===== config.mk =====
export PLATFORM = sky130hd
export DESIGN_NAME = led_sequencer
export DESIGN_NICKNAME = d
export VERILOG_FILES = /design/src/rtl/led_seq_pkg.sv /design/src/rtl/tick_phase_timer.sv /design/src/rtl/led_sequencer.sv
export SDC_FILE = /design/constraint.sdc
export NUM_CORES = 1
export LEC_CHECK = 0
export CAP_MARGIN = 20
export CORE_MARGIN = 2
export CORE_UTILIZATION = 25
export DETAILED_ROUTE_END_ITERATION = 16
export PLACE_DENSITY = 0.4
export SYNTH_ARGS = -nofsm -noshare
export SYNTH_HDL_FRONTEND = slang
export SYNTH_SLANG_ARGS = --single-unit

===== constraint.sdc =====
create_clock -name clk -period 5 [get_ports clk]
set_input_delay 1.5 -clock clk [delete_from_list [all_inputs] [get_ports clk]]
set_output_delay 1.5 -clock clk [all_outputs]
set_load 0.05 [all_outputs]

===== src/rtl/led_seq_pkg.sv =====
// Shared encodings for the LED sequencer: command modes, FSM states and
// small state-decode helpers used by the top level.
package led_seq_pkg;

  typedef enum logic [1:0] {
    MODE_OFF   = 2'd0,
    MODE_ON    = 2'd1,
    MODE_BLINK = 2'd2,
    MODE_BURST = 2'd3
  } mode_e;

  typedef enum logic [2:0] {
    ST_IDLE     = 3'd0,
    ST_SOLID    = 3'd1,
    ST_BLINK_HI = 3'd2,
    ST_BLINK_LO = 3'd3,
    ST_BURST_HI = 3'd4,
    ST_BURST_LO = 3'd5,
    ST_DONE     = 3'd6
  } state_e;

  // States whose duration is measured in tick pulses.
  function automatic logic is_timed(state_e s);
    return (s == ST_BLINK_HI) || (s == ST_BLINK_LO) ||
           (s == ST_BURST_HI) || (s == ST_BURST_LO);
  endfunction

  function automatic logic led_on(state_e s);
    return (s == ST_SOLID) || (s == ST_BLINK_HI) || (s == ST_BURST_HI);
  endfunction

  function automatic logic is_busy(state_e s);
    return is_timed(s) || (s == ST_DONE);
  endfunction

  function automatic logic can_accept(state_e s);
    return (s == ST_IDLE) || (s == ST_SOLID) ||
           (s == ST_BLINK_HI) || (s == ST_BLINK_LO);
  endfunction

endpackage


===== src/rtl/tick_phase_timer.sv =====
// Counts tick pulses within one phase; phase_end flags the tick that
// completes a phase of `period` ticks and the counter restarts itself.
module tick_phase_timer #(
  parameter int unsigned CNT_W = 8
) (
  input  logic             clk,
  input  logic             rst,
  input  logic             tick,
  input  logic             clear,
  input  logic [CNT_W-1:0] period,
  output logic             phase_end
);

  logic [CNT_W-1:0] cnt_q, cnt_d;

  // clear wins over a coincident tick, so that tick never ends a phase.
  assign phase_end = tick && !clear && (cnt_q == (period - CNT_W'(1)));

  always_comb begin
    cnt_d = cnt_q;
    if (clear || phase_end) begin
      cnt_d = '0;
    end else if (tick) begin
      cnt_d = cnt_q + CNT_W'(1);
    end
  end

  always_ff @(posedge clk) begin
    if (rst) begin
      cnt_q <= '0;
    end else begin
      cnt_q <= cnt_d;
    end
  end

endmodule


===== src/rtl/led_sequencer.sv =====
// LED sequencer: OFF / ON / continuous BLINK / counted BURST driven by an
// external tick timebase, with a valid/ready command port.
module led_sequencer
  import led_seq_pkg::*;
#(
  parameter int unsigned CNT_W = 8
) (
  input  logic             clk,
  input  logic             rst,
  input  logic             tick,
  input  logic             cmd_valid,
  output logic             cmd_ready,
  input  logic [1:0]       cmd_mode,
  input  logic [CNT_W-1:0] cmd_period,
  input  logic [CNT_W-1:0] cmd_count,
  output logic             led,
  output logic             busy,
  output logic             done
);

  state_e           state_q, state_d;
  logic [CNT_W-1:0] period_q, period_d;
  logic [CNT_W-1:0] rem_q, rem_d;
  logic             led_d, busy_d, done_d, ready_d;
  logic             accept;
  logic             clear;
  logic             phase_end;

  assign accept = cmd_valid && cmd_ready;
  assign clear  = accept || !is_timed(state_q);

  tick_phase_timer #(.CNT_W(CNT_W)) u_timer (
    .clk       (clk),
    .rst       (rst),
    .tick      (tick),
    .clear     (clear),
    .period    (period_q),
    .phase_end (phase_end)
  );

  // Next state; an accepted command overrides any phase change this cycle.
  always_comb begin
    state_d  = state_q;
    period_d = period_q;
    rem_d    = rem_q;
    if (accept) begin
      period_d = (cmd_period == '0) ? CNT_W'(1) : cmd_period;
      rem_d    = cmd_count;
      unique case (mode_e'(cmd_mode))
        MODE_OFF:   state_d = ST_IDLE;
        MODE_ON:    state_d = ST_SOLID;
        MODE_BLINK: state_d = ST_BLINK_HI;
        MODE_BURST: state_d = (cmd_count == '0) ? ST_DONE : ST_BURST_HI;
      endcase
    end else begin
      case (state_q)
        ST_IDLE, ST_SOLID: ;
        ST_BLINK_HI: if (phase_end) state_d = ST_BLINK_LO;
        ST_BLINK_LO: if (phase_end) state_d = ST_BLINK_HI;
        ST_BURST_HI: begin
          if (phase_end) begin
            state_d = ST_BURST_LO;
            rem_d   = rem_q - CNT_W'(1);
          end
        end
        ST_BURST_LO: if (phase_end) state_d = (rem_q == '0) ? ST_DONE : ST_BURST_HI;
        ST_DONE:     state_d = ST_IDLE;
        default:     state_d = ST_IDLE;
      endcase
    end
    led_d   = led_on(state_d);
    busy_d  = is_busy(state_d);
    done_d  = (state_d == ST_DONE);
    ready_d = can_accept(state_d);
  end

  always_ff @(posedge clk) begin
    if (rst) begin
      state_q   <= ST_IDLE;
      period_q  <= '0;
      rem_q     <= '0;
      led       <= 1'b0;
      busy      <= 1'b0;
      done      <= 1'b0;
      cmd_ready <= 1'b1;
    end else begin
      state_q   <= state_d;
      period_q  <= period_d;
      rem_q     <= rem_d;
      led       <= led_d;
      busy      <= busy_d;
      done      <= done_d;
      cmd_ready <= ready_d;
    end
  end

endmodule

==> key figures <==
STA
  • Final setup vio count: 0
  • Slew @ Worst Pin: 0.878 ns
  • Slew margin rel.: 41.3%
  • Period utilization: 74.0%
  • Hold WS: 0.502 ns
  • Final Hold Viols: 0
  • Final Skew: 0.00603 ns
  • Slew Limit Fails: 0
  • PnR worst setup slack: 1.30 ns
  • Setup TNS Final: 0 ns
  • Unrepaired setup endpoints after global routing: false
  • Crit path time final: 3.70 ns
  • Max Clk Rate: 0.270 GHz

Setup path
  • Crit-path cells: clkdlybuf4s50_1 > nand3_1 > a2111oi_4 > o2111ai_2 > nor4_2 > xnor2_1 > a211oi_2
  • CP Buf/Inv Count: 1
  • Worst EP required: 5.19 ns
  • Slowest-stage cell, CP: clkdlybuf4s50_1
  • Crit path max fanout: 11
  • CP startpoint kind: input pin
  • Worst setup path class: input pin to register
  • Worst Path Arrival: 3.89 ns
  • Critical Path End Type: register
  • Max incr delay on CP: 0.61 ns
  • Largest delay share family, worst path: compound AO/OA/AOI/OAI gates

Outcome
  • Outcome: finished clean

Logic synthesis
  • Sequential cell area fraction in the yosys report: 33.2%
  • Post-synthesis xor/xnor area fraction: 10.2%
  • Post-Syn Area per Cell: 8.20 um^2
  • Cell area after synthesis: 1870 um^2
  • Largest family of logic cells by synthesized area: simple AND/OR/NAND/NOR gates
  • Yosys top cell area share: 33.2%
  • Cell types occupying the most area after synthesis: dfxtp_1 33%, nand2_1 5.8%, nor2_1 5.4%
  • Mapped Cells: 228
  • Unique cell type count in the Yosys netlist: 52
  • EDFF count, synth: 0
  • Synth Area in Adders: 4.69%
  • Post-synthesis mux area share: 2.28%
  • Most common flop cell mapped by yosys: dfxtp_1
  • Yosys top cell by area: dfxtp_1
  • Syn nets: 257
  • #FFs+latches synth: 31
  • Asr flop ratio synth: 0%
  • Yosys warns: 0
  • Synth Area in Compound Gates: 19.3%
  • Post-Synth Simple-Gate Area: 25.7%

GRT
  • Initial antenna violation count: 0
  • Vias in the first global route: 1,543
  • Total GRT Usage: 11.6%
  • First-pass GRT wire length: 7670 um
  • Total congestion overflow: 0
  • Largest net degree at the start of global routing: 23

Clock tree
  • PostCTS Resize Cnt: 0
  • Worst-path clk slew: 0.07 ns
  • Clk sinks: 31
  • Deepest clock path buffer count: 2
  • Worst skew pair latency: 0.28 ns
  • Clk root buf: clkbuf_8
  • Post-CTS setup buffer count: 0
  • Clock buffer count from CTS: 5
  • H-tree depth: 2
  • CTS tree: built
  • Post-CTS Hold Fix Bufs: 0

Power
  • Switching pwr: 166 uW
  • Total power: 568 uW
  • Clock power share: 32.3%
  • Seq pwr share: 47.7%
  • Pwr Density: 248 nW/um^2
  • Leakage: 0.796 nW
  • Comb power frac: 20.0%
  • Peak supply drop: 81.2 uV
  • Switching Fraction: 29.2%
  • Int Pwr: 402 uW

Layout
  • Fillers: 788
  • Final instance area: 2290 um^2
  • Final core utilization: 31.5%
  • Layout cells sized above 1: 6.37%
  • P&R area growth vs syn: 22.3%
  • Final Instance Count excl. Fillers: 350
  • Area occupied by multi-input gates: 1160 um^2
  • Final nets: 281
  • Sequential cell area: 621 um^2
  • Antenna diode count: 0

Route
  • Final WL: 4570 um
  • Router iterations before antenna repair: 4
  • Post-route ant nets: 0
  • DRC viols: 0
  • Starting DRC count in detailed routing: 48
  • Routed vias: 1,636
  • DR WL/cell: 13.0 um
  • Via-to-Cell Ratio: 4.67

Placed design
  • Dpl cell area: 2210 um^2
  • Placed insts: 344
  • Number of buffers added on ports: 25
  • DP Worst Slack: 0.991 ns
  • Hpwl dp: 3490 um
  • GPL Wtd Cong: 0.759

Die
  • DIE WIDTH: 90.5 um
  • Die height: 90.5 um
  • Die area: 8180 um^2
  • Core Area: 7250 um^2
  • Ports: 26
  • Num rows: 31
  • Initial Utilization: 25.8%

Job
  • Max-cap violations: 0

Min path
  • Worst Hold Class: register to register
==> power groups by stage <==
stage | Sequential, mW | Clock [mW] | Combinational (mW)
finish | 0.271 | 0.184 | 0.114
global route | 0.273 | 0.202 | 0.125
CTS | 0.271 | 0.192 | 0.116
detailed placement | 0.276 | 0 | 0.115
global placement | 0.277 | 0 | 0.116
floorplan | 0.280 | 0 | 0.0679
==> registers in the layout (all words and copies together), names as in the netlist <==
name and cells:
u_timer.cnt_q 8, led 1, cmd_ready 1, state_q 3
period_q 8, busy 1, done 1, rem_q 8
==> routing by layer <==
| layer | global-route usage, % | wire length [um] |
|---|---|---|
| met4 | 3.46 | 61 |
| met5 | 0 | 0 |
| met1 | 16.0 | 2330 |
| met3 | 3.01 | 149 |
| met2 | 17.9 | 2030 |
==> final cells by class <==
class / instances / share of cell area (%)
Clock buffer: 6 / 3.17
Tap cell: 99 / 5.42
Multi-Input combinational cell: 176 / 50.8
Inverter: 11 / 1.81
Sequential cell: 31 / 27.1
Timing Repair Buffer: 27 / 11.6
==> final timing paths <==
| path | from | endpoint | slack [ns] | cells after the start |
|---|---|---|---|---|
| setup / recovery | tick | rem_q[5] | 1.30 | 7 |
| hold / removal | period_q[7] | period_q[7] | 0.50 | 2 |
| setup reg to reg | period_q[0] | rem_q[5] | 1.73 | 9 |
| hold reg to reg | period_q[7] | period_q[7] | 0.50 | 2 |
==> tightest hold or removal path, cell delays in order (launching register included) <==
cell	delay, ns
dfxtp_1	0.34
nand2_1	0.06
a21oi_1	0.05
==> synth_stat cells (5+ instances only) <==
cell type / count
ha_1: 7
xnor2_1: 11
clkbuf_1: 6
nand4_1: 5
nor2_1: 27
nand2_1: 29
a21oi_1: 15
o211ai_1: 5
dfxtp_1: 31
xor2_1: 9
nor3_1: 6
inv_1: 11
==> cells by family (layout without fill, tap and decap cells) <==
family	count (synthesis)	count (layout)
buf+inv	21	44
mux	4	4
flops	31	31
xor+xnor	21	21
compound gates	48	48
simple gates	96	96
fa+ha+maj	7	7
==> placed cells by master, fill, tap and decap left out, types with 2 or more instances in the layout <==
cell,instances
nand4_1,5
o31ai_1,2
a21oi_1,15
or4_1,4
ha_1,7
a31oi_1,3
a211oi_1,4
or3_1,3
and4_1,2
buf_4,2
xor2_1,9
inv_1,11
nor2b_1,2
nand2b_1,2
nand3_1,4
o211ai_1,5
mux2i_1,2
o21a_1,2
nand2_1,29
nor3_1,6
clkdlybuf4s50_1,25
xnor2_1,11
dfxtp_1,31
and3_1,2
o21ai_0,2
clkbuf_8,5
o2111ai_1,3
nor2_1,27
nor3b_1,2
Power figures use the tool's default switching activity.
